`config.mk`:
```
export PLATFORM = sky130hd
export DESIGN_NAME = instr_fetch
export DESIGN_NICKNAME = d
export VERILOG_FILES = /design/src/rtl/instr_fetch.sv
export SDC_FILE = /design/constraint.sdc
export NUM_CORES = 1
export LEC_CHECK = 0
export CAP_MARGIN = 20
export CORE_ASPECT_RATIO = 1.2
export CORE_MARGIN = 2
export CORE_UTILIZATION = 35
export CTS_BUF_LIST = sky130_fd_sc_hd__clkbuf_16
export CTS_CLUSTER_DIAMETER = 80
export DETAILED_ROUTE_END_ITERATION = 8
export DONT_BUFFER_PORTS = 1
export PLACE_DENSITY = 0.47
export SLEW_MARGIN = 20
export SYNTH_ARGS = -nofsm -noshare
export SYNTH_HDL_FRONTEND = slang
export SYNTH_SLANG_ARGS = --single-unit
```
`constraint.sdc`:
```
create_clock -name clk -period 2.99 [get_ports clk]
set_input_delay 0.598 -clock clk [delete_from_list [all_inputs] [get_ports clk]]
set_output_delay 0.598 -clock clk [all_outputs]
set_load 0.01 [all_outputs]
```
`src/rtl/instr_fetch.sv`:
```
// Instruction fetch stage: PC register, RUN/HALTED control FSM and a single
// output slot with a valid/ready handshake toward decode.
module instr_fetch #(
   parameter int                ADDR_W   = 6,
   parameter int                DATA_W   = 16,
   parameter logic [ADDR_W-1:0] RESET_PC = '0
) (
   input  logic              clk,
   input  logic              rst,
   input  logic              start,
   input  logic              halt,
   input  logic              redirect_valid,
   input  logic [ADDR_W-1:0] redirect_addr,
   output logic [ADDR_W-1:0] mem_addr,
   input  logic [DATA_W-1:0] mem_data,
   output logic              instr_valid,
   input  logic              instr_ready,
   output logic [DATA_W-1:0] instr_out,
   output logic [ADDR_W-1:0] instr_pc,
   output logic [1:0]        state_out,
   output logic [15:0]       fetch_count
);

   typedef enum logic [1:0] {
      IDLE   = 2'b00,
      RUN    = 2'b01,
      HALTED = 2'b10
   } state_t;

   localparam logic [ADDR_W-1:0] PC_STEP = ADDR_W'(1);

   state_t            state;
   state_t            state_next;
   logic [ADDR_W-1:0] pc;
   logic              free;
   logic              capture;

   assign mem_addr  = pc;
   assign state_out = state;
   assign free      = !instr_valid || instr_ready;

   // NOTE: non-blocking assignments for every register so all state updates
   // see pre-edge values regardless of statement order.
   always_ff @(posedge clk) begin
      if (rst) begin
         state <= IDLE;
      end else begin
         state <= state_next;
      end
   end

   // NOTE: every always_comb output gets a default first so no path infers a latch.
   always_comb begin
      state_next = state;
      capture    = 1'b0;
      case (state)
         IDLE: begin
            if (start) state_next = RUN;
         end
         RUN: begin
            if (halt) begin
               state_next = HALTED;
            end else begin
               capture = free && !redirect_valid;
            end
         end
         HALTED: begin
            if (start) state_next = RUN;
         end
         default: state_next = IDLE;
      endcase
   end

   // Redirect outranks capture; a handshake finishing alongside it is delivered.
   always_ff @(posedge clk) begin
      if (rst) begin
         pc          <= RESET_PC;
         instr_valid <= 1'b0;
         instr_out   <= '0;
         instr_pc    <= '0;
         fetch_count <= '0;
      end else if (redirect_valid) begin
         pc          <= redirect_addr;
         instr_valid <= 1'b0;
      end else if (capture) begin
         instr_out   <= mem_data;
         instr_pc    <= pc;
         instr_valid <= 1'b1;
         pc          <= pc + PC_STEP;
         if (fetch_count != 16'hFFFF) begin
            fetch_count <= fetch_count + 16'd1;
         end
      end else if (instr_valid && instr_ready) begin
         instr_valid <= 1'b0;
      end
   end

endmodule

```
==> qor.csv, run 1 <==
stage,metric,value,unit
status,status,"finished, final reports clean",
pwr,powerDensity,550.2,nW/um^2
placed_design,hpwlAfterDp,3412,um
synth,avgSynthCellArea,8.616,um^2
layout,area_growth_syn_to_layout,8.855,%
synth,ys_async_sr_fraction,0,
clock_network,cts_inserted_buffers,5,
clock_network,htreeDepth,2,
worst_hold_path,worstHoldPathCells,1,
synth,yosysTopAreaCell,dfxtp_1,
pwr,p_int,0.9718,mW
placed_design,place_ws,0.8376,ns
worst_setup_path,ff2ff_setup_slack,0.89,ns
worst_setup_path,max_stage_delay,0.46,ns
pwr,p_seq_frac,0.522,
sta,rsz0062_at_grt,no,
sta,tns,0,ns
floorplanning,core,5934,um^2
worst_setup_path,cp.depth,6,
worst_setup_path,crit_family,simple AND/OR/NAND/NOR gates,
sta,finalSetupViolCount,0,
clock_network,cts_root_buffer,clkbuf_16,
clock_network,post_cts_buffers,0,
route,routedWlPerCell,15.69,um
worst_setup_path,worstPathArrival,2.27,ns
clock_network,clkLatencyLatePin,0.29,ns
worst_setup_path,required,3.16,ns
worst_setup_path,slowest_stage,nor4_4,
synth,ys_ff_latch,47,
sta,fin_crit_sh,0.7024,
sta,worstMarginPinSlew,0.5605,ns
sta,drv_slew,0,
layout,multiInputGateArea,1077,um^2
synth,synth-edff-count,0,
placed_design,placedCellCount,316,
route,drc,0,
global_route,grt_max_degree,51,
pwr,p_leak,0.6994,nW
synth,synth.most_common_cell,nand2_1,
sta,fmax,476.1,MHz
synth,seq_area_frac_synth,0.4439,
layout,diodes,0,
sta,fin_skew,0.004397,ns
floorplanning,ios,75,
synth,synth_top_area_frac,0.4439,
worst_setup_path,timing.critical_path.to,fetch_count[10],
worst_setup_path,startpoint,fetch_count[0],
global_route,grt_pass1_vias,1599,
floorplanning,die_area,6697,um^2
synth,syn_area,2120,um^2
layout,nFillCells,626,
synth,ys_top_cells_by_count,"49 x nand2_1, 47 x dfxtp_1, 37 x a21oi_1",
synth,syn_nets,276,
floorplanning,die_x,75.04,um
clock_network,max-clock-path-buffers,2,
floorplanning,die_h,89.25,um
route,drt-pass1-iter-count,4,
clock_network,cts_tree,yes,
worst_hold_path,hold_path.class,primary input to register,
synth,yosysWarnings,0,
pwr,pwr-share-clk,0.443,
floorplanning,start_util,0.3572,
pwr,peakVddDrop,0.0002417,V
route,num_vias,1721,
worst_setup_path,reg2reg_depth,6,
worst_setup_path,cp_max_fo,8,
clock_network,post_cts_resized,0,
global_route,grt_usage,0.1559,
global_route,grt_pass1_wl,8073,um
route,final_antenna_net_count,0,
layout,regArea,940.9,um^2
worst_setup_path,cp-start-kind,register,
worst_setup_path,reg2reg_from,fetch_count[0],
clock_network,clkTransAtPathRegs,0.07,ns
worst_setup_path,cp_cell_sequence,"ha_1, nand4_1, nor4_4, buf_4, nor4b_1, mux2_2",
global_route,gr-total-overflow,0,
synth,synth_area_leaders,"dfxtp_1 44%, a21oi_1 8.7%, nand2_1 8.7%",
sta,period_needed,2.100,ns
worst_setup_path,timing.rr.end,fetch_count[10],
placed_design,gp_congestion,0.7505,
pwr,switching_share,0.2345,
flow_run,maxCapViolations,0,
sta,worst_slew_margin_rel,0.6256,
pwr,switchingPower,0.2976,mW
worst_setup_path,path_class,register to register,
layout,drive_above_1_share,0.08678,
synth,ys_types,37,
sta,hold_viol,0,
pwr,p_comb_frac,0.035,
synth,syn_inst,246,
worst_setup_path,end_kind,register,
synth,synthFlopType,dfxtp_1,
global_route,antenna_found_initial,0,
layout,finish.utilization,0.3888,
route,drt_first_iter_violations,85,
sta,fin_ws,0.8897,ns
route,wl,5083,um
layout,final_nets,271,
clock_network,cts.sinks,47,
floorplanning,num_rows,31,
layout,instances_no_fill,324,
worst_setup_path,crit_buf_inv,1,
clock_network,cts_hold_buf,0,
route,vias_per_cell,5.312,
placed_design,port_buffers,0,
-- how the worst min path moves through the flow --
stage	start	endpoint
after CTS	rst	instr_out[1]
after global placement	instr_out[13]	instr_out[13]
after global routing	rst	instr_out[1]
final	rst	fetch_count[14]
after floorplan	instr_out[0]	instr_out[0]
after detailed placement	instr_out[2]	instr_out[2]
-- kinds of logic after synthesis --
family                   after synthesis  synth area share
XOR/XNOR                               5           0.02066
buffers and inverters                 18           0.04781
flip-flops                            47            0.4439
AO/OA/AOI/OAI                         58            0.1594
multiplexers                           3           0.01594
adder cells (fa/ha/maj)                2           0.01180
AND/OR/NAND/NOR                      113            0.3005
-- sequential cells by signal, indices dropped and copies added, names as in the netlist --
register and flops:
fetch_count 16, mem_addr 6, instr_pc 6, state_out 2, instr_valid 1, instr_out 16
-- power by group through the flow --
| stage | sequential, mW | clock (mW) | combinational [mW] |
|---|---|---|---|
| global route | 0.665 | 0.612 | 0.0514 |
| floorplan | 0.672 | 0 | 0.0484 |
| global placement | 0.678 | 0 | 0.0452 |
| CTS | 0.663 | 0.586 | 0.0454 |
| detailed placement | 0.677 | 0 | 0.0451 |
| finish | 0.662 | 0.562 | 0.0447 |
-- cells in the final DEF (no fill, tap or decap), types with 3 or more instances in the layout --
cell / n
nand2_1: 49
dfxtp_1: 47
a21oi_1: 37
or4_1: 11
nor2_1: 10
o31ai_1: 10
nand3_1: 9
nand4_1: 8
a211oi_1: 6
clkbuf_16: 5
nor2b_1: 4
and2_1: 4
buf_4: 4
xnor2_1: 3
mux2_2: 3
-- layout make-up --
type | instances | share of cell area
clock buffer | 5 | 0.05423
clock inverter | 3 | 0.01030
inverter | 2 | 0.003254
multi-input combinational | 181 | 0.4669
sequential | 47 | 0.4078
tap | 82 | 0.04447
timing repair buffer | 4 | 0.01302
-- per-stage QoR --
| stage | cell area, um^2 | total power, mW | hold WS, ns |
|---|---|---|---|
| 6_report | 2307 | 1.269 | 0.3802 |
| 5_1_grt | 2307 | 1.328 | 0.3608 |
| 4_1_cts | 2307 | 1.294 | 0.3675 |
| 3_5_place_dp | 2158 | 0.7224 | 0.4890 |
| 3_3_place_gp | 2158 | 0.7229 | 0.4852 |
| 2_1_floorplan | 2120 | 0.7204 | 0.4805 |
-- routing by layer --
layer  routed length [um]  track usage  share of wire
met1                 2299       0.2036           0.45
met2                 2347       0.2400           0.46
met3                  401      0.05299          0.079
met4                   35      0.05357         0.0069
met5                    0            0              0
Note: power is estimated with default switching activity, not from simulation.
==> inputs of run 2 (changes only) <==
clock period = 2.09 ns   (was 2.99 ns; I/O delays follow)
==> run 2 against run 1 <==
  * Clock skew increased by 0.0016 ns
  * Combinational power is 64% higher
  * Sequential cell count did not move
  * Via count grew 2.7%
  * First-iteration DRC count fell by 2.4%
  * Sequential power up 43%
==> qor.csv, run 2 (synthesis gave the netlist of run 1 again) <==
stage,metric,value,unit,change
status,status,"finished, final reports clean",,unchanged
layout,diodes,0,,unchanged
placed_design,place_ws,0.2384,ns,was 0.8376 ns
global_route,grt_usage,0.1583,,was 0.1559
sta,drv_slew,0,,unchanged
layout,final_cell_mix,"49 x nand2_1, 47 x dfxtp_1, 37 x a21oi_1, 11 x or4_1, 11 x buf_4",,"was 49 x nand2_1, 47 x dfxtp_1, 37 x a21oi_1, 11 x or4_1"
worst_hold_path,worstHoldPathCells,1,,unchanged
sta,hold_viol,0,,unchanged
layout,design_area,2381,um^2,was 2307 um^2
sta,fin_skew,0.006025,ns,was 0.004397 ns
sta,rsz0062_at_grt,no,,unchanged
pwr,powerDensity,762.7,nW/um^2,was 550.2 nW/um^2
route,routedWlPerCell,15.27,um,was 15.69 um
route,num_vias,1767,,"was 1,721"
clock_network,clkLatencyLatePin,0.29,ns,about the same
clock_network,post_cts_resized,0,,unchanged
clock_network,cts_root_buffer,clkbuf_16,,unchanged
layout,final_common_cell,nand2_1,,unchanged
worst_setup_path,end_kind,register,,unchanged
pwr,peakVddDrop,0.0004629,V,was 0.0002417 V
global_route,grt_max_degree,51,,unchanged
layout,area_growth_syn_to_layout,12.34,%,was 8.855%
placed_design,hpwlAfterDp,3467,um,was 3412 um
global_route,antenna_found_initial,0,,unchanged
layout,nFillCells,617,,was 626
clock_network,max-clock-path-buffers,2,,unchanged
worst_setup_path,worstPathArrival,2.10,ns,was 2.27 ns
worst_setup_path,cp-start-kind,register,,unchanged
route,wl,5071,um,was 5083 um
layout,reg.largest.list,"fetch_count x16, instr_out x16",,unchanged
worst_setup_path,cp_max_fo,15,,was 8
sta,fin_crit_sh,0.9005,,was 0.7024
worst_hold_path,hp-start,rst,,unchanged
placed_design,port_buffers,0,,unchanged
sta,fin_ws,0.2079,ns,was 0.8897 ns
layout,instances_no_fill,332,,was 324
floorplanning,num_rows,31,,unchanged
clock_network,cts.sinks,47,,unchanged
route,final_antenna_net_count,0,,unchanged
layout,drive_above_1_share,0.1160,,was 0.08678
route,drt_first_iter_violations,83,,was 85
worst_setup_path,timing.rr.end,fetch_count[4],,was fetch_count[10]
sta,tns,0,ns,unchanged
clock_network,cts_tree,yes,,unchanged
sta,fmax,531.3,MHz,was 476.1 MHz
floorplanning,die_x,75.04,um,unchanged
worst_setup_path,ff2ff_setup_slack,0.21,ns,was 0.89 ns
placed_design,placed_area,2231,um^2,was 2158 um^2
route,vias_per_cell,5.322,,was 5.312
worst_setup_path,path_class,register to register,,unchanged
placed_design,gp_congestion,0.7426,,was 0.7505
flow_run,maxCapViolations,0,,unchanged
placed_design,placedCellCount,324,,was 316
sta,period_needed,1.882,ns,was 2.100 ns
route,drt-pass1-iter-count,4,,unchanged
worst_setup_path,reg2reg_depth,5,,was 6
floorplanning,start_util,0.3572,,unchanged
clock_network,htreeDepth,2,,unchanged
clock_network,post_cts_buffers,0,,unchanged
floorplanning,die_area,6697,um^2,unchanged
clock_network,cts_inserted_buffers,5,,unchanged
worst_hold_path,hold_path_end,fetch_count[12],,was fetch_count[14]
pwr,fin_total_pwr,1.816,mW,was 1.269 mW
sta,worstMarginPinSlew,0.6085,ns,was 0.5605 ns
worst_setup_path,required,2.31,ns,was 3.16 ns
floorplanning,core,5934,um^2,unchanged
global_route,grt_pass1_wl,8280,um,was 8073 um
worst_hold_path,hold_path.class,primary input to register,,unchanged
layout,regArea,940.9,um^2,unchanged
sta,worst_slew_margin_rel,0.5935,,was 0.6256
pwr,p_leak,0.7460,nW,was 0.6994 nW
route,drc,0,,unchanged
worst_setup_path,reg2reg_from,state_out[1],,was fetch_count[0]
floorplanning,die_h,89.25,um,unchanged
layout,multiInputGateArea,1077,um^2,unchanged
sta,finalSetupViolCount,0,,unchanged
global_route,gr-total-overflow,0,,unchanged
floorplanning,ios,75,,unchanged
layout,final_nets,279,,was 271
global_route,grt_pass1_vias,1675,,"was 1,599"
clock_network,clkTransAtPathRegs,0.07,ns,about the same
clock_network,cts_hold_buf,0,,unchanged
-- run 2: changes by cell type in the layout (fill, tap and decap cells not counted), sizes merged --
cell	before	now
buf	4	12
clkinv	0	2
clkinvlp	2	1
inv	3	2
-- run 2: per-stage QoR --
step                hold slack [ns]    util
floorplan                    0.4805       -
global placement             0.4851  0.3759
detailed placement           0.4876  0.3759
CTS                          0.1870  0.4012
global route                 0.1807  0.4012
finish                       0.1905  0.4012
-- run 2: how the worst max path moves through the flow --
stage,from,slack [ns],to,cells after the start
6_report,state_out[1],0.21,fetch_count[4],5
2_1_floorplan,fetch_count[0],0.24,fetch_count[15],6
3_5_place_dp,halt,0.24,fetch_count[3],5
3_3_place_gp,halt,0.27,fetch_count[11],5
4_1_cts,state_out[1],0.21,fetch_count[3],5
5_1_grt,state_out[1],0.05,fetch_count[4],5
-- run 2: report_power, final --
part           switching (mW)  internal, mW
sequential             0.0297         0.916
clock                   0.350         0.447
combinational          0.0401        0.0333
-- run 2: metal layers --
| layer | wire length (um) | part of all wire | GRT usage | vias to the layer above |
|---|---|---|---|---|
| met5 | 0 | 0 | 0 | - |
| met4 | 65 | 0.013 | 0.05682 | 0 |
| met3 | 421 | 0.083 | 0.05073 | 6 |
| met2 | 2362 | 0.47 | 0.2632 | 49 |
| met1 | 2222 | 0.44 | 0.1902 | 816 |
| li1 | - | - | - | 896 |
-- run 2: final cells by class --
class                      count  share of cell area
timing repair buffer          12             0.04309
clock inverter                 3             0.01051
multi-input combinational    181              0.4524
inverter                       2            0.003153
tap                           82             0.04309
clock buffer                   5             0.05255
sequential                    47              0.3952
-- run 2: worst max-delay path, stage by stage (launching register included) --
cell     delay [ns]
dfxtp_1        0.38
nor3b_4        0.34
nand3_4        0.22
buf_4          0.22
or4_1          0.50
a21oi_1        0.15
